<file path="src/rtl/eth_crc32_engine_pkg.sv">
// Shared constants, state encoding and helpers for the Ethernet CRC-32 engine.
package eth_crc32_engine_pkg;

  localparam logic [31:0] CRC32_POLY    = 32'h04C11DB7;
  localparam logic [31:0] CRC32_INIT    = 32'hFFFFFFFF;
  localparam logic [31:0] CRC32_RESIDUE = 32'hC704DD7B;

  typedef logic [1:0] state_t;

  localparam state_t StIdle  = 2'd0;
  localparam state_t StAccum = 2'd1;
  localparam state_t StFcsTx = 2'd2;
  localparam state_t StDone  = 2'd3;

  function automatic logic [31:0] bitrev32(input logic [31:0] v);
    logic [31:0] r;
    for (int i = 0; i < 32; i++) begin
      r[i] = v[31-i];
    end
    return r;
  endfunction

endpackage

</file>
<file path="src/rtl/eth_crc32_engine_if.sv">
// Frame-data, FCS-stream and status bundle of the CRC-32 engine.
interface eth_crc32_engine_if #(
  parameter int unsigned DATA_W = 4
);

  logic              start;
  logic              din_valid;
  logic [DATA_W-1:0] din;
  logic              din_last;
  logic              fcs_ready;
  logic              fcs_valid;
  logic [DATA_W-1:0] fcs_data;
  logic [31:0]       crc_out;
  logic              done;
  logic              crc_ok;
  logic              busy;

  modport master (
    output start, din_valid, din, din_last, fcs_ready,
    input  fcs_valid, fcs_data, crc_out, done, crc_ok, busy
  );

  modport slave (
    input  start, din_valid, din, din_last, fcs_ready,
    output fcs_valid, fcs_data, crc_out, done, crc_ok, busy
  );

endinterface

</file>
<file path="src/rtl/eth_crc32_engine_crc32_step.sv">
// Combinational CRC-32 update over DATA_W bits, data bit 0 applied first.
module crc32_step
  import eth_crc32_engine_pkg::*;
#(
  parameter int unsigned DATA_W = 4
) (
  input  logic [31:0]       crc_i,
  input  logic [DATA_W-1:0] data_i,
  output logic [31:0]       crc_o
);

  logic [31:0] acc;
  logic        fb;

  always_comb begin
    acc = crc_i;
    fb  = 1'b0;
    for (int i = 0; i < int'(DATA_W); i++) begin
      fb  = acc[31] ^ data_i[i];
      acc = {acc[30:0], 1'b0} ^ (fb ? CRC32_POLY : 32'h0000_0000);
    end
    crc_o = acc;
  end

endmodule

</file>
<file path="src/rtl/eth_crc32_engine.sv">
// Ethernet CRC-32 engine: accumulates frame data, optionally serialises the FCS,
// and reports the residue check when the frame closes.
module eth_crc32_engine
  import eth_crc32_engine_pkg::*;
#(
  parameter int unsigned DATA_W  = 4,
  parameter int unsigned MODE_TX = 1
) (
  input  logic               clk,
  input  logic               reset,
  eth_crc32_engine_if.slave  bus
);

  localparam int unsigned NumBeats = 32 / DATA_W;
  localparam int unsigned KW       = $clog2(NumBeats);
  localparam logic [KW-1:0] LastBeat = KW'(NumBeats - 1);

  state_t            state_q, state_d;
  logic [31:0]       crc_q, crc_d;
  logic [31:0]       fcs_q, fcs_d;
  logic [KW-1:0]     k_q, k_d;
  logic [DATA_W-1:0] fcs_slice;
  logic [DATA_W-1:0] step_data;
  logic [31:0]       step_crc;
  logic              in_fcs;

  assign in_fcs    = (MODE_TX != 0) && (state_q == StFcsTx);
  assign fcs_slice = fcs_q[32'(k_q) * DATA_W +: DATA_W];
  // Emitted FCS beats run through the same update so the register lands on the residue.
  assign step_data = (state_q == StFcsTx) ? fcs_slice : bus.din;

  crc32_step #(
    .DATA_W (DATA_W)
  ) u_step (
    .crc_i  (crc_q),
    .data_i (step_data),
    .crc_o  (step_crc)
  );

  always_comb begin
    state_d = state_q;
    crc_d   = crc_q;
    fcs_d   = fcs_q;
    k_d     = k_q;
    case (state_q)
      StIdle: begin
        if (bus.start) begin
          state_d = StAccum;
          crc_d   = CRC32_INIT;
        end
      end
      StAccum: begin
        if (bus.start) begin
          crc_d = CRC32_INIT;
          k_d   = '0;
        end else if (bus.din_valid) begin
          crc_d = step_crc;
          if (bus.din_last) begin
            if (MODE_TX != 0) begin
              state_d = StFcsTx;
              fcs_d   = bitrev32(~step_crc);
            end else begin
              state_d = StDone;
            end
          end
        end
      end
      StFcsTx: begin
        if (bus.start) begin
          state_d = StAccum;
          crc_d   = CRC32_INIT;
          k_d     = '0;
        end else if (bus.fcs_ready) begin
          crc_d = step_crc;
          if (k_q == LastBeat) begin
            k_d     = '0;
            state_d = StDone;
          end else begin
            k_d = k_q + 1'b1;
          end
        end
      end
      StDone: begin
        if (bus.start) begin
          state_d = StAccum;
          crc_d   = CRC32_INIT;
          k_d     = '0;
        end else begin
          state_d = StIdle;
        end
      end
      default: begin
        state_d = StIdle;
        k_d     = '0;
      end
    endcase
  end

  always_ff @(posedge clk or posedge reset) begin
    if (reset) begin
      state_q <= StIdle;
      crc_q   <= CRC32_INIT;
      fcs_q   <= '0;
      k_q     <= '0;
    end else begin
      state_q <= state_d;
      crc_q   <= crc_d;
      fcs_q   <= fcs_d;
      k_q     <= k_d;
    end
  end

  assign bus.fcs_valid = in_fcs;
  assign bus.fcs_data  = in_fcs ? fcs_slice : '0;
  assign bus.crc_out   = bitrev32(~crc_q);
  assign bus.done      = (state_q == StDone);
  assign bus.crc_ok    = (state_q == StDone) && (crc_q == CRC32_RESIDUE);
  assign bus.busy      = (state_q != StIdle);

endmodule

</file>
<file path="src/flat_wrapper.sv">
// flat-port wrapper written by rule: the top's interface ports become plain ports
module eth_crc32_engine_flat import eth_crc32_engine_pkg::*;
#(
  parameter int unsigned DATA_W  = 4,
  parameter int unsigned MODE_TX = 1
)
  (clk, reset, bus_start, bus_din_valid, bus_din, bus_din_last, bus_fcs_ready, bus_fcs_valid, bus_fcs_data, bus_crc_out, bus_done, bus_crc_ok, bus_busy);
  eth_crc32_engine_if #(.DATA_W(DATA_W)) bus_i ();
  input  logic clk;
  input  logic reset;
  input wire logic [$bits(bus_i.start)-1:0] bus_start;
  input wire logic [$bits(bus_i.din_valid)-1:0] bus_din_valid;
  input wire logic [$bits(bus_i.din)-1:0] bus_din;
  input wire logic [$bits(bus_i.din_last)-1:0] bus_din_last;
  input wire logic [$bits(bus_i.fcs_ready)-1:0] bus_fcs_ready;
  output wire logic [$bits(bus_i.fcs_valid)-1:0] bus_fcs_valid;
  output wire logic [$bits(bus_i.fcs_data)-1:0] bus_fcs_data;
  output wire logic [$bits(bus_i.crc_out)-1:0] bus_crc_out;
  output wire logic [$bits(bus_i.done)-1:0] bus_done;
  output wire logic [$bits(bus_i.crc_ok)-1:0] bus_crc_ok;
  output wire logic [$bits(bus_i.busy)-1:0] bus_busy;
  assign bus_i.start = bus_start;
  assign bus_i.din_valid = bus_din_valid;
  assign bus_i.din = bus_din;
  assign bus_i.din_last = bus_din_last;
  assign bus_i.fcs_ready = bus_fcs_ready;
  assign bus_fcs_valid = bus_i.fcs_valid;
  assign bus_fcs_data = bus_i.fcs_data;
  assign bus_crc_out = bus_i.crc_out;
  assign bus_done = bus_i.done;
  assign bus_crc_ok = bus_i.crc_ok;
  assign bus_busy = bus_i.busy;
  eth_crc32_engine #(.DATA_W(DATA_W), .MODE_TX(MODE_TX)) u_core (.clk(clk), .reset(reset), .bus(bus_i));
endmodule
</file>
<file path="config.mk">
export PLATFORM = sky130hd
export DESIGN_NAME = eth_crc32_engine_flat
export DESIGN_NICKNAME = d
export VERILOG_FILES = /design/src/rtl/eth_crc32_engine_pkg.sv /design/src/rtl/eth_crc32_engine_if.sv /design/src/rtl/eth_crc32_engine_crc32_step.sv /design/src/rtl/eth_crc32_engine.sv /design/src/flat_wrapper.sv
export SDC_FILE = /design/constraint.sdc
export NUM_CORES = 1
export LEC_CHECK = 0
export ABC_AREA = 1
export CORE_ASPECT_RATIO = 0.7
export CORE_MARGIN = 10
export CORE_UTILIZATION = 25
export DETAILED_ROUTE_END_ITERATION = 16
export GPL_TIMING_DRIVEN = 0
export PLACE_DENSITY = 0.48
export SLEW_MARGIN = 20
export SYNTH_ARGS = -nofsm -noshare
export SYNTH_HDL_FRONTEND = slang
export SYNTH_HIERARCHICAL = 1
export SYNTH_SLANG_ARGS = --single-unit
</file>
<file path="constraint.sdc">
create_clock -name clk -period 2.4 [get_ports clk]
set_input_delay 0.48 -clock clk [delete_from_list [all_inputs] [get_ports clk]]
set_output_delay 0.48 -clock clk [all_outputs]
set_load 0.03 [all_outputs]
</file>
==> impl_metrics.toml <==
[power_and_ir_drop]
finalPower_mw = 9.30
leakagePower_nw = 2.98
power_density_nw_per_um2 = 1630
peakVddDrop_v = 0.000670

[clocking]
ctsHoldBuffers = 0
htreeDepth = 3
cts_sinks = 69
clkSlewWorstSetupHoldPaths_ns = 0.06
cts_buffers = 9
cts_tree = "yes"
clock-root-buffer = "clkbuf_16"
cts_max_path_buffers = 2
insertion_delay_ns = 0.33

[logic_synthesis]
yosysSeqAreaShare_pct = 41.9
synth.distinct_cells = 24
syn_avg_cell_area_um2 = 6.88
ys_warn_count = 6
ys_ff_latch = 69
syn_inst = 613
syn_nets = 630
netlist_area_um2 = 4220

[timing]
setup_viol = 0
fmax_mhz = 438
skew_ns = 0.00841
max-slew-margin-rel_pct = 61.4
rsz0062_at_grt = "yes"
drv_slew = 0
tightest_slew_ns = 0.579
post-route-period-util_pct = 95.2
final_hold_viol_count = 0
layout_min_cycle_time_ns = 2.28

[worst_setup_path]
path_cells = "buf_6 > clkinv_4 > buf_8 > nand2_1 > nand3_1 > nand3_1 > nand3_2 > nand2_2 > inv_1 > nand2_1 > nand2_4 > nand2_1 > nand2_2 > nor2_1 > nor2_2 > nor2_1 > o21ai_1"
crit_slowest_cell = "dfrtp_1"
end_kind = "flip-flop"
cp.required_ns = 2.66
cp_max_fo = 10
crit_top_cell = "nand2_1"
worst_setup_path_start_kind = "flip-flop"
worstPathArrival_ns = 2.54
crit_type = "flip-flop to flip-flop"
slowest_delay_ns = 0.39

[finish]
drive_above_1_share_pct = 21.0
nets = 708
fin_area_um2 = 5700
fin_util_pct = 34.6
num_antenna_cells = 0
area_growth_pct = 35.1

[floorplanning]
die_area_um2 = 22500
io_pins = 50
core_area_um2 = 16400
start_util_pct = 25.6
die-width_um = 175
num_rows = 39
die_y_um = 129

[hold_path]
min_path_type = "flip-flop to flip-flop"

[global_route]
grtUsageTotal_pct = 12.6
grt_pass1_wl_um = 22300
grt_remaining_overflow = 0
grt_max_degree = 55
grt_pass1_vias = 3949
antenna_found_initial = 0

[detailed_routing]
antenna_left = 0
firstDrtPassIters = 5
vias_per_cell = 4.51
wl_um = 14200
drt_iter0_drc = 296
drc = 0
routedWlPerCell_um = 15.4
via_count = 4157

[placed_design]
dpl_cell_area_um2 = 5020
dp_hpwl_um = 10700
gp_congestion = 0.879
port_buffers = 49

[run]
drv_cap = 0

[status]
status = "finished, final reports clean"
-- worst max-delay path, delay by kind of cell (launching register included) --
| kind | cells | cell delay (ns) |
|---|---|---|
| AO/OA/AOI/OAI | 1 | 0.13 |
| buffers and inverters | 4 | 0.45 |
| flip-flops | 1 | 0.39 |
| AND/OR/NAND/NOR | 12 | 1.24 |
-- cells in the mapped netlist --
cell	instances	area share, %
buf_2	6	0.71
nand3_1	33	3.9
inv_4	1	0.15
inv_2	3	0.27
o21ai_1	1	0.12
nor2_1	54	4.8
nand4_2	1	0.30
clkinv_1	2	0.18
nor3_1	1	0.12
nand2_1	209	19
dfstp_2	32	20
dfrtp_1	37	22
inv_1	98	8.7
nand2_2	12	1.8
nand2_4	7	1.9
o21ai_0	72	8.5
ha_1	7	2.1
o21ai_4	1	0.39
buf_4	8	1.4
a22oi_1	1	0.18
nand4_1	7	1.0
xor2_1	9	1.9
clkbuf_1	10	0.89
nor2_2	1	0.15
-- sequential cells by signal, indices dropped and copies added, names as in the netlist --
name	cells
u_core/fcs_q	32
u_core/state_q	2
u_core/crc_q	32
u_core/k_q	3
-- metrics by stage --
stage | std cells | TNS (ns) | setup slack, ns | hold slack [ns]
2_1_floorplan | 613 | 0 | 0.233 | 0.453
3_3_place_gp | 887 | -68.50 | -1.05 | 0.467
3_5_place_dp | 888 | -19.28 | -0.570 | 0.473
4_1_cts | 909 | -0.0352 | -0.0184 | 0.487
5_1_grt | 921 | -0.118 | -0.0503 | 0.501
6_report | 921 | 0 | 0.115 | 0.481
-- repair_timing --
action	4_1_cts	5_1_grt
setup endpoints to repair	62	51
buffers inserted	5	12
gates resized for setup	56	41
pin swaps	8	18
cloned	1	0
-- final timing paths --
path | from | endpoint | slack (ns) | depth (start not counted)
min | u_core/fcs_q[18]$_DFFE_PP0P_ | u_core/fcs_q[18]$_DFFE_PP0P_ | 0.48 | 2
max in group asynchronous | reset | u_core/crc_q[31]$_DFFE_PP1P_ | 1.37 | 3
min in group asynchronous | reset | u_core/crc_q[11]$_DFFE_PP1P_ | 0.67 | 2
max | u_core/k_q[0]$_DFFE_PP0P_ | u_core/crc_q[24]$_DFFE_PP1P_ | 0.12 | 17
max reg2reg | u_core/k_q[0]$_DFFE_PP0P_ | u_core/crc_q[24]$_DFFE_PP1P_ | 0.12 | 17
min reg2reg | u_core/fcs_q[18]$_DFFE_PP0P_ | u_core/fcs_q[18]$_DFFE_PP0P_ | 0.48 | 2
-- cells in the final DEF, fill, tap and decap left out, types with 2 or more instances in the layout --
cell type	n
clkbuf_1	8
buf_4	24
ha_1	6
dfrtp_1	36
nand3_2	10
inv_1	96
clkbuf_8	4
o21ai_0	58
o21ai_1	15
clkinv_2	4
xor2_2	2
dfstp_2	32
nand2_4	14
nor2_2	3
nand2_1	200
nand4_1	7
xor2_1	6
nand3_4	3
nand3_1	20
dlymetal6s2s_1	2
buf_2	9
inv_2	4
clkdlybuf4s50_1	41
nor2_1	52
inv_4	2
clkbuf_16	9
nand2_2	14
-- report_power, final --
group          internal, mW  switching (mW)
Clock                 0.884           0.497
Combinational          1.95            3.52
Sequential             1.90           0.546
Total                  4.73            4.56
-- area by class of cell --
| class | instances | area (um2) |
|---|---|---|
| Clock buffer | 12 | 267 |
| Timing Repair Buffer | 67 | 637 |
| Buffer | 23 | 150 |
| Fill cell | 1800 | 10700 |
| Inverter | 104 | 402 |
| Tap cell | 225 | 282 |
| Clock inverter | 4 | 45.0 |
| Multi-Input combinational cell | 417 | 2150 |
| Sequential cell | 69 | 1770 |
-- kinds of logic (layout without fill, tap and decap cells) --
kind of cell	count (synthesis)	count (layout)	share of synthesized area (%)
adder cells (fa/ha/maj)	7	7	2.08
flip-flops	69	69	41.9
AND/OR/NAND/NOR	325	326	32.6
AO/OA/AOI/OAI	75	75	9.23
buffers and inverters	128	210	12.3
XOR/XNOR	9	9	1.87
-- metal layers --
metal | up-vias | track usage, % | share of wire [%]
met5 | - | 0 | 0
met4 | 0 | 3.08 | 0.68
met3 | 6 | 3.48 | 7.5
met2 | 147 | 16.7 | 39
met1 | 1982 | 19.2 | 52
li1 | 2022 | - | -
Note: power is estimated with default switching activity, not from simulation.
